===== config.mk =====
export PLATFORM = sky130hd
export DESIGN_NAME = imem_dmem_arbiter
export DESIGN_NICKNAME = d
export VERILOG_FILES = /design/src/rtl/imem_dmem_arbiter.sv
export SDC_FILE = /design/constraint.sdc
export NUM_CORES = 1
export LEC_CHECK = 0
export ABC_AREA = 0
export ABC_CLOCK_PERIOD_IN_PS = 7400
export BUFFER_PORTS_ARGS = -buffer_cell sky130_fd_sc_hd__buf_4
export CAP_MARGIN = 15
export CORE_MARGIN = 2
export CORE_UTILIZATION = 51
export DETAILED_ROUTE_END_ITERATION = 8
export PLACE_DENSITY_LB_ADDON = 0.25
export RECOVER_POWER = 50
export SYNTH_ARGS = -nofsm -noshare
export SYNTH_HDL_FRONTEND = slang
export SYNTH_SLANG_ARGS = --single-unit

===== constraint.sdc =====
create_clock -name clk -period 7.4 [get_ports clk]
set_input_delay 1.48 -clock clk [delete_from_list [all_inputs] [get_ports clk]]
set_output_delay 1.48 -clock clk [all_outputs]
set_load 0.01 [all_outputs]

===== src/rtl/imem_dmem_arbiter.sv =====
// ---------------------------------------------------------------------------
// imem_dmem_arbiter
//
// Shares one single-ported, variable-latency memory between the fetch stage
// (instruction reads) and the memory stage (word/byte loads and stores).
// One access is in flight at a time. The memory interface is registered and
// held stable until mem_ack_i. Read data returns with a one-cycle valid
// pulse. Data accesses win arbitration by default. A streak counter makes
// sure fetch is served after STARVE_LIMIT consecutive data grants made while
// fetch was waiting.
//
// Ports:
//   clk, rst       clock, asynchronous active-high reset
//   if_req_i       fetch read request (held with if_addr_i until if_valid_o)
//   if_addr_i      fetch address
//   if_rdata_o     fetch read data, valid with if_valid_o
//   if_valid_o     one-cycle completion pulse for fetch
//   if_stall_o     fetch must hold (if_req_i & ~if_valid_o)
//   dm_req_i       data request (held with all dm_* fields until dm_valid_o)
//   dm_we_i        1 = store, 0 = load
//   dm_byte_i      byte access, passed through to memory
//   dm_addr_i      data address
//   dm_wdata_i     store data
//   dm_rdata_o     load data, valid with dm_valid_o
//   dm_valid_o     one-cycle completion pulse for loads and stores
//   dm_stall_o     memory stage must hold (dm_req_i & ~dm_valid_o)
//   mem_req_o      memory request (registered)
//   mem_we_o       memory write enable (registered)
//   mem_byte_o     byte access (registered)
//   mem_addr_o     memory address (registered)
//   mem_wdata_o    memory write data (registered)
//   mem_rdata_i    memory read data, sampled when mem_ack_i = 1
//   mem_ack_i      memory completion; may assert in the first mem_req_o cycle
// ---------------------------------------------------------------------------
module imem_dmem_arbiter #(
  parameter int ADDR_W       = 32,
  parameter int DATA_W       = 32,
  parameter int STARVE_LIMIT = 4    // 1..15
) (
  input  logic              clk,
  input  logic              rst,
  // fetch side
  input  logic              if_req_i,
  input  logic [ADDR_W-1:0] if_addr_i,
  output logic [DATA_W-1:0] if_rdata_o,
  output logic              if_valid_o,
  output logic              if_stall_o,
  // data side
  input  logic              dm_req_i,
  input  logic              dm_we_i,
  input  logic              dm_byte_i,
  input  logic [ADDR_W-1:0] dm_addr_i,
  input  logic [DATA_W-1:0] dm_wdata_i,
  output logic [DATA_W-1:0] dm_rdata_o,
  output logic              dm_valid_o,
  output logic              dm_stall_o,
  // memory side
  output logic              mem_req_o,
  output logic              mem_we_o,
  output logic              mem_byte_o,
  output logic [ADDR_W-1:0] mem_addr_o,
  output logic [DATA_W-1:0] mem_wdata_o,
  input  logic [DATA_W-1:0] mem_rdata_i,
  input  logic              mem_ack_i
);

  typedef enum logic [1:0] {
    IDLE    = 2'd0,
    BUSY_IF = 2'd1,
    BUSY_DM = 2'd2,
    RESP    = 2'd3
  } state_e;

  localparam logic [3:0] LIMIT = 4'(STARVE_LIMIT);

  state_e              state_q;
  logic [3:0]          streak_q, streak_d;
  logic                grant_dm, grant_if;

  logic                mem_req_q, mem_we_q, mem_byte_q;
  logic [ADDR_W-1:0]   mem_addr_q;
  logic [DATA_W-1:0]   mem_wdata_q;
  logic [DATA_W-1:0]   if_rdata_q, dm_rdata_q;
  logic                if_valid_q, dm_valid_q;

  // -------------------------------------------------------------------------
  // Grant decision, only meaningful in IDLE. Data wins unless fetch is
  // waiting and the streak has reached the limit. Because the streak never
  // exceeds LIMIT, exactly one grant fires whenever a request is present.
  // -------------------------------------------------------------------------
  always_comb begin
    // NOTE: every signal assigned in always_comb gets a default first so no
    // path leaves it unassigned, which would otherwise infer a latch.
    grant_dm = 1'b0;
    grant_if = 1'b0;
    if (state_q == IDLE) begin
      if (dm_req_i && (!if_req_i || (streak_q < LIMIT))) begin
        grant_dm = 1'b1;
      end else if (if_req_i && (!dm_req_i || (streak_q == LIMIT))) begin
        grant_if = 1'b1;
      end
    end
  end

  // Streak counts data grants that bypassed a waiting fetch.
  always_comb begin
    streak_d = streak_q;
    if (grant_dm) begin
      if (if_req_i) begin
        streak_d = (streak_q == LIMIT) ? streak_q : streak_q + 4'd1;
      end else begin
        streak_d = 4'd0;
      end
    end else if (grant_if) begin
      streak_d = 4'd0;
    end
  end

  // -------------------------------------------------------------------------
  // FSM with registered memory interface and registered valid pulses.
  // Valid is set on the ack edge, so it is high for exactly the RESP cycle.
  // -------------------------------------------------------------------------
  always_ff @(posedge clk or posedge rst) begin
    if (rst) begin
      state_q     <= IDLE;
      streak_q    <= 4'd0;
      mem_req_q   <= 1'b0;
      mem_we_q    <= 1'b0;
      mem_byte_q  <= 1'b0;
      mem_addr_q  <= '0;
      mem_wdata_q <= '0;
      if_rdata_q  <= '0;
      dm_rdata_q  <= '0;
      if_valid_q  <= 1'b0;
      dm_valid_q  <= 1'b0;
    end else begin
      // NOTE: state is updated with non-blocking assignments so every
      // register samples the pre-edge values, regardless of statement order.
      if_valid_q <= 1'b0;
      dm_valid_q <= 1'b0;
      streak_q   <= streak_d;

      unique case (state_q)
        IDLE: begin
          // mem_ack_i is deliberately ignored here.
          if (grant_dm) begin
            mem_req_q   <= 1'b1;
            mem_we_q    <= dm_we_i;
            mem_byte_q  <= dm_byte_i;
            mem_addr_q  <= dm_addr_i;
            mem_wdata_q <= dm_wdata_i;
            state_q     <= BUSY_DM;
          end else if (grant_if) begin
            mem_req_q   <= 1'b1;
            mem_we_q    <= 1'b0;
            mem_byte_q  <= 1'b0;
            mem_addr_q  <= if_addr_i;
            state_q     <= BUSY_IF;
          end
        end

        // A requester dropping its req while busy does not abort the access.
        BUSY_IF: begin
          if (mem_ack_i) begin
            if_rdata_q <= mem_rdata_i;
            if_valid_q <= 1'b1;
            mem_req_q  <= 1'b0;
            state_q    <= RESP;
          end
        end

        BUSY_DM: begin
          if (mem_ack_i) begin
            // Stores leave the last load data untouched.
            if (!mem_we_q) begin
              dm_rdata_q <= mem_rdata_i;
            end
            dm_valid_q <= 1'b1;
            mem_req_q  <= 1'b0;
            state_q    <= RESP;
          end
        end

        // Turnaround cycle: the valid pulse is visible, no grant is made.
        RESP: begin
          state_q <= IDLE;
        end

        default: begin
          state_q <= IDLE;
        end
      endcase
    end
  end

  // -------------------------------------------------------------------------
  // Outputs. Stalls are the only combinational input-to-output paths.
  // -------------------------------------------------------------------------
  assign mem_req_o   = mem_req_q;
  assign mem_we_o    = mem_we_q;
  assign mem_byte_o  = mem_byte_q;
  assign mem_addr_o  = mem_addr_q;
  assign mem_wdata_o = mem_wdata_q;

  assign if_rdata_o  = if_rdata_q;
  assign if_valid_o  = if_valid_q;
  assign dm_rdata_o  = dm_rdata_q;
  assign dm_valid_o  = dm_valid_q;

  assign if_stall_o  = if_req_i & ~if_valid_q;
  assign dm_stall_o  = dm_req_i & ~dm_valid_q;

endmodule


Yosys cells after proc, flatten, opt, wreduce, memory -nomap -nowiden. Cells that the tools add are included.

Flip-flop bits (word level): 139. Output and inout port bits: 135. Word-level logic and storage cells: 67.

Add/sub/neg operators: 1. $lt $le $gt $ge: 1. Equal/unequal tests: 7. Multiplexer cells: 25. Bitwise logic cells: 5. Reduce and logical (&&, ||, !) cells: 17.

Operators by type and width (count): two-way mux 32 bit (2); two-way mux 4 bit (4); two-way mux 1 bit (14); AND reduction 2 bit (5); two-way mux 2 bit (3); inequality test 3 bit (second input constant) (2); case mux 2 bit (3 select lines) (1); AND reduction 3 bit (2); adder 4 x 1 -> 4 bit (second input constant) (1); == test 2 bit (second input constant) (2); == test 4 x 3 -> 1 bit (second input constant) (1); < comparator 4 x 3 -> 1 bit (second input constant) (1); nonzero test 2 bit (2); inverter 1 bit (3); AND 1 bit (2); == test 2 x 1 -> 1 bit (second input constant) (1); logical AND 1 bit (2); zero test 1 bit (2); zero test 2 bit (1); logical OR 1 bit (2); inequality test 2 x 1 -> 1 bit (second input constant) (1); case mux 1 bit (2 select lines) (1); OR reduction 2 bit (1).

Logic depth before layout (Yosys ltp).
Depth in word-level cells: 9. Gate-level depth with buffers: 9. Mapped depth without buffers: 6.

Least setup slack after synthesis. OpenSTA, ideal clock, no wires.

Kind: input port to output port. From: in dm_req_i. To: out dm_stall_o. Arrival: 1.677 ns. Setup slack: 4.243 ns. Stages: 1. Cell sequence: nor2b_1.

Longest elaborated chain between the ends: 1.

Ends and longest elaborated chain: start: declaration (RTL line 49) `input logic dm_req_i,`; AND 1 bit (RTL line 211) `assign dm_stall_o = dm_req_i & ~dm_valid_q;`; end: declaration (RTL line 56) `output logic dm_stall_o,`.

Every way passes these cells.

==> metrics <==
clock-pin slew on the worst setup and hold paths 0.05 ns; Post-CTS Setup Inserts 0; CP peak stage delay 1.54 ns; Die ar. around 0.013 mm^2; YS warnings 0; internal cell power about 2.6 mW; worst path required time about 7.8 ns; final WL roughly 15 mm; Worst Setup SP rst; io pins 270; layout cell share with drive strength beyond 1 59.0%; Worst slew margin -84.4%; CP Capture Type asynchronous set/reset pin; Initial DRC Count roughly 160; sequential fraction of the synthesis area 58.6%; R2R Path Start state_q[0]$_DFFE_PP0P_; peak supply drop approximately 320 uV; Worst R2R Setup Slack approximately 4.5 ns; Final Hold Violating Endpoints 0; vias per cell between 5 and 6; Cells after Synth 370; Avg WL per Cell roughly 19 um; end of the worst register-to-register path dm_rdata_o[9]$_DFFE_PP0P_; # resized after CTS 0; Num CTS Buffers 17; nets@finish around 780; Port Buffer Count around 270; Comb pwr share between 40 and 50%; Netlist cell types 32; Setup TNS Final 0 ns; CP Depth 3; CTS Buffer Depth 2; ANT cells 0; die span in y roughly 110 um; worst-path cell chain clkbuf_4 -> clkinvlp_2 -> buf_4; Final setup viols 0; Pleak 3.94 nW; post-route minimum period between 3 and 4 ns; synthesized area between 0.005 and 0.006 mm^2; Global Route Usage Sum around a quarter; Syn Area/Cell 16.0 um^2; sequential share of power between 30% and 40%; Pwr Density between 400 and 500 mW/mm^2; R2R cell count 6; most common cell after layout, fill and taps aside buf_4; Pins Over Slew Limit 130; CP Launch Type primary input; placer congestion estimate 0.832; hold_buf cts 0; Buf/Inv on CP 3; DRC violation count after routing 0; final period utilization 50.9%; DP HPWL 10.7 mm; Slowest cell on crit path clkinvlp_2; Core Rows 39; Die Span X 112 um; DRT Pass-1 Iters 4; flops & latches, synth roughly 140; failing checks capacitance limit, slew limit; switching power ~1.2 mW; root buffer cell clkbuf_16; status finished with violations; Clk pwr share 22.9%; Most used DFF post-synth dfrtp_1; area delta synth->final 40.7%; Starting Density a little over half; CTS tree done; most frequent cells in the layout buf_4, dfrtp_1, mux2_2, clkbuf_1, mux2_4; RSZ-0062 raised after global routing false; clk sink count 139; crit-path max FO a little under 80; vias post-DR around 4100; antenna-violating nets left 0; number of max-cap violations 3; Least-Margin Pin Slew roughly 2.8 ns; vias in the first global route between 4000 and 5000; Worst Setup EP mem_addr_o[6]$_DFFE_PP0P_; Fmax achieved ~0.27 GHz; Clock H-tree levels 4; number of synthesized flops with an enable pin 0; clock skew 0.00564 ns; kind of cell adding the most delay to the critical path buffers and inverters; Crit Path Class in2async; hold slack 0.501 ns; first-pass GRT wire length 23.1 mm; worst min path class reg2reg; core box area approximately 0.011 mm^2; largest net degree at the start of global routing 79; initial antenna violation count 0; CP arrival approximately 4.2 ns; Switching Fraction 32.3%; Post-synth ARST share 100%; grt ovf 0; Net Count, Synth 510; Clk Latency, worst-skew pair between 0.4 and 0.5 ns
[per-stage QoR]
stage / total power [mW] / std cells / util, % / worst slack, ns / area, um^2
5_1_grt: 3.97 / 799 / 73.4 / 3.03 / 8350
6_report: 3.77 / 799 / 73.4 / 3.64 / 8350
4_1_cts: 3.98 / 799 / 76.1 / 4.02 / 8650
3_5_place_dp: 3.10 / 767 / 70.7 / 3.84 / 8040
3_3_place_gp: 3.02 / 767 / 70.7 / 3.93 / 8040
2_1_floorplan: 2.29 / 370 / - / 2.20 / 5930
[power by group through the flow]
stage,clock [mW],combinational [mW],sequential [mW]
detailed placement,0,1.73,1.37
global placement,0,1.68,1.34
CTS,0.881,1.73,1.36
finish,0.864,1.55,1.36
global route,0.914,1.65,1.41
floorplan,0,0.772,1.52
[synth_stat cells, types with 2 or more instances]
master,n,area share (%)
buf_6,5,0.95
nor2b_1,3,0.32
inv_1,8,0.51
buf_4,3,0.38
buf_2,7,0.59
dfrtp_1,139,59
o21ai_0,3,0.25
buf_1,3,0.19
a22o_1,2,0.30
nand2_1,3,0.19
mux2_4,48,12
nor2_1,3,0.19
and2_1,2,0.21
o31ai_1,2,0.25
nand3b_1,2,0.25
mux2_2,111,21
a21oi_1,2,0.17
ha_1,5,1.1
and3_1,2,0.21
a32o_1,2,0.34
nand3_1,4,0.34
[cell type report]
class / count / area [um^2]
multi-input combinational: 204 / 2300
timing repair buffer: 273 / 1750
inverter: 8 / 31.3
clock inverter: 12 / 144
fill: 795 / 3020
sequential: 139 / 3480
clock buffer: 20 / 467
tap: 143 / 179
[worst min path at each step]
stage                                     startpoint                          to  slack [ns]  depth (start not counted)
after detailed placement  dm_rdata_o[24]$_DFFE_PP0P_  dm_rdata_o[24]$_DFFE_PP0P_        0.49                          1
after global placement    dm_rdata_o[24]$_DFFE_PP0P_  dm_rdata_o[24]$_DFFE_PP0P_        0.48                          1
after floorplan              streak_q[2]$_DFFE_PP0P_     streak_q[2]$_DFFE_PP0P_        0.52                          1
final                     if_rdata_o[11]$_DFFE_PP0P_  if_rdata_o[11]$_DFFE_PP0P_        0.50                          1
after CTS                 if_rdata_o[31]$_DFFE_PP0P_  if_rdata_o[31]$_DFFE_PP0P_        0.51                          1
after global routing      if_rdata_o[25]$_DFFE_PP0P_  if_rdata_o[25]$_DFFE_PP0P_        0.52                          1
[routing by layer]
metal | GRT usage, % | vias up | share of wire (%)
li1 | - | 1860 | -
met1 | 26.6 | 2046 | 37
met2 | 42.3 | 170 | 53
met3 | 7.46 | 32 | 6.8
met4 | 11.1 | 0 | 2.7
met5 | 0 | - | 0
[cells by family after synthesis]
kind of cell	Yosys count	synth area share [%]
muxes	160	33.4
AOI/OAI and AO/OA	17	2.02
adders and majority gates	5	1.05
DFF	139	58.6
buffers and inverters	27	2.68
and+or+nand+nor	22	2.21
[state kept, by name (all words and copies together), names as in the netlist]
signal / count
dm_rdata_o: 32
dm_valid_o: 1
if_rdata_o: 32
if_valid_o: 1
mem_addr_o: 32
mem_byte_o: 1
mem_req_o: 1
mem_wdata_o: 32
mem_we_o: 1
state_q: 2
streak_q: 4
Note: power is estimated with default switching activity, not from simulation.
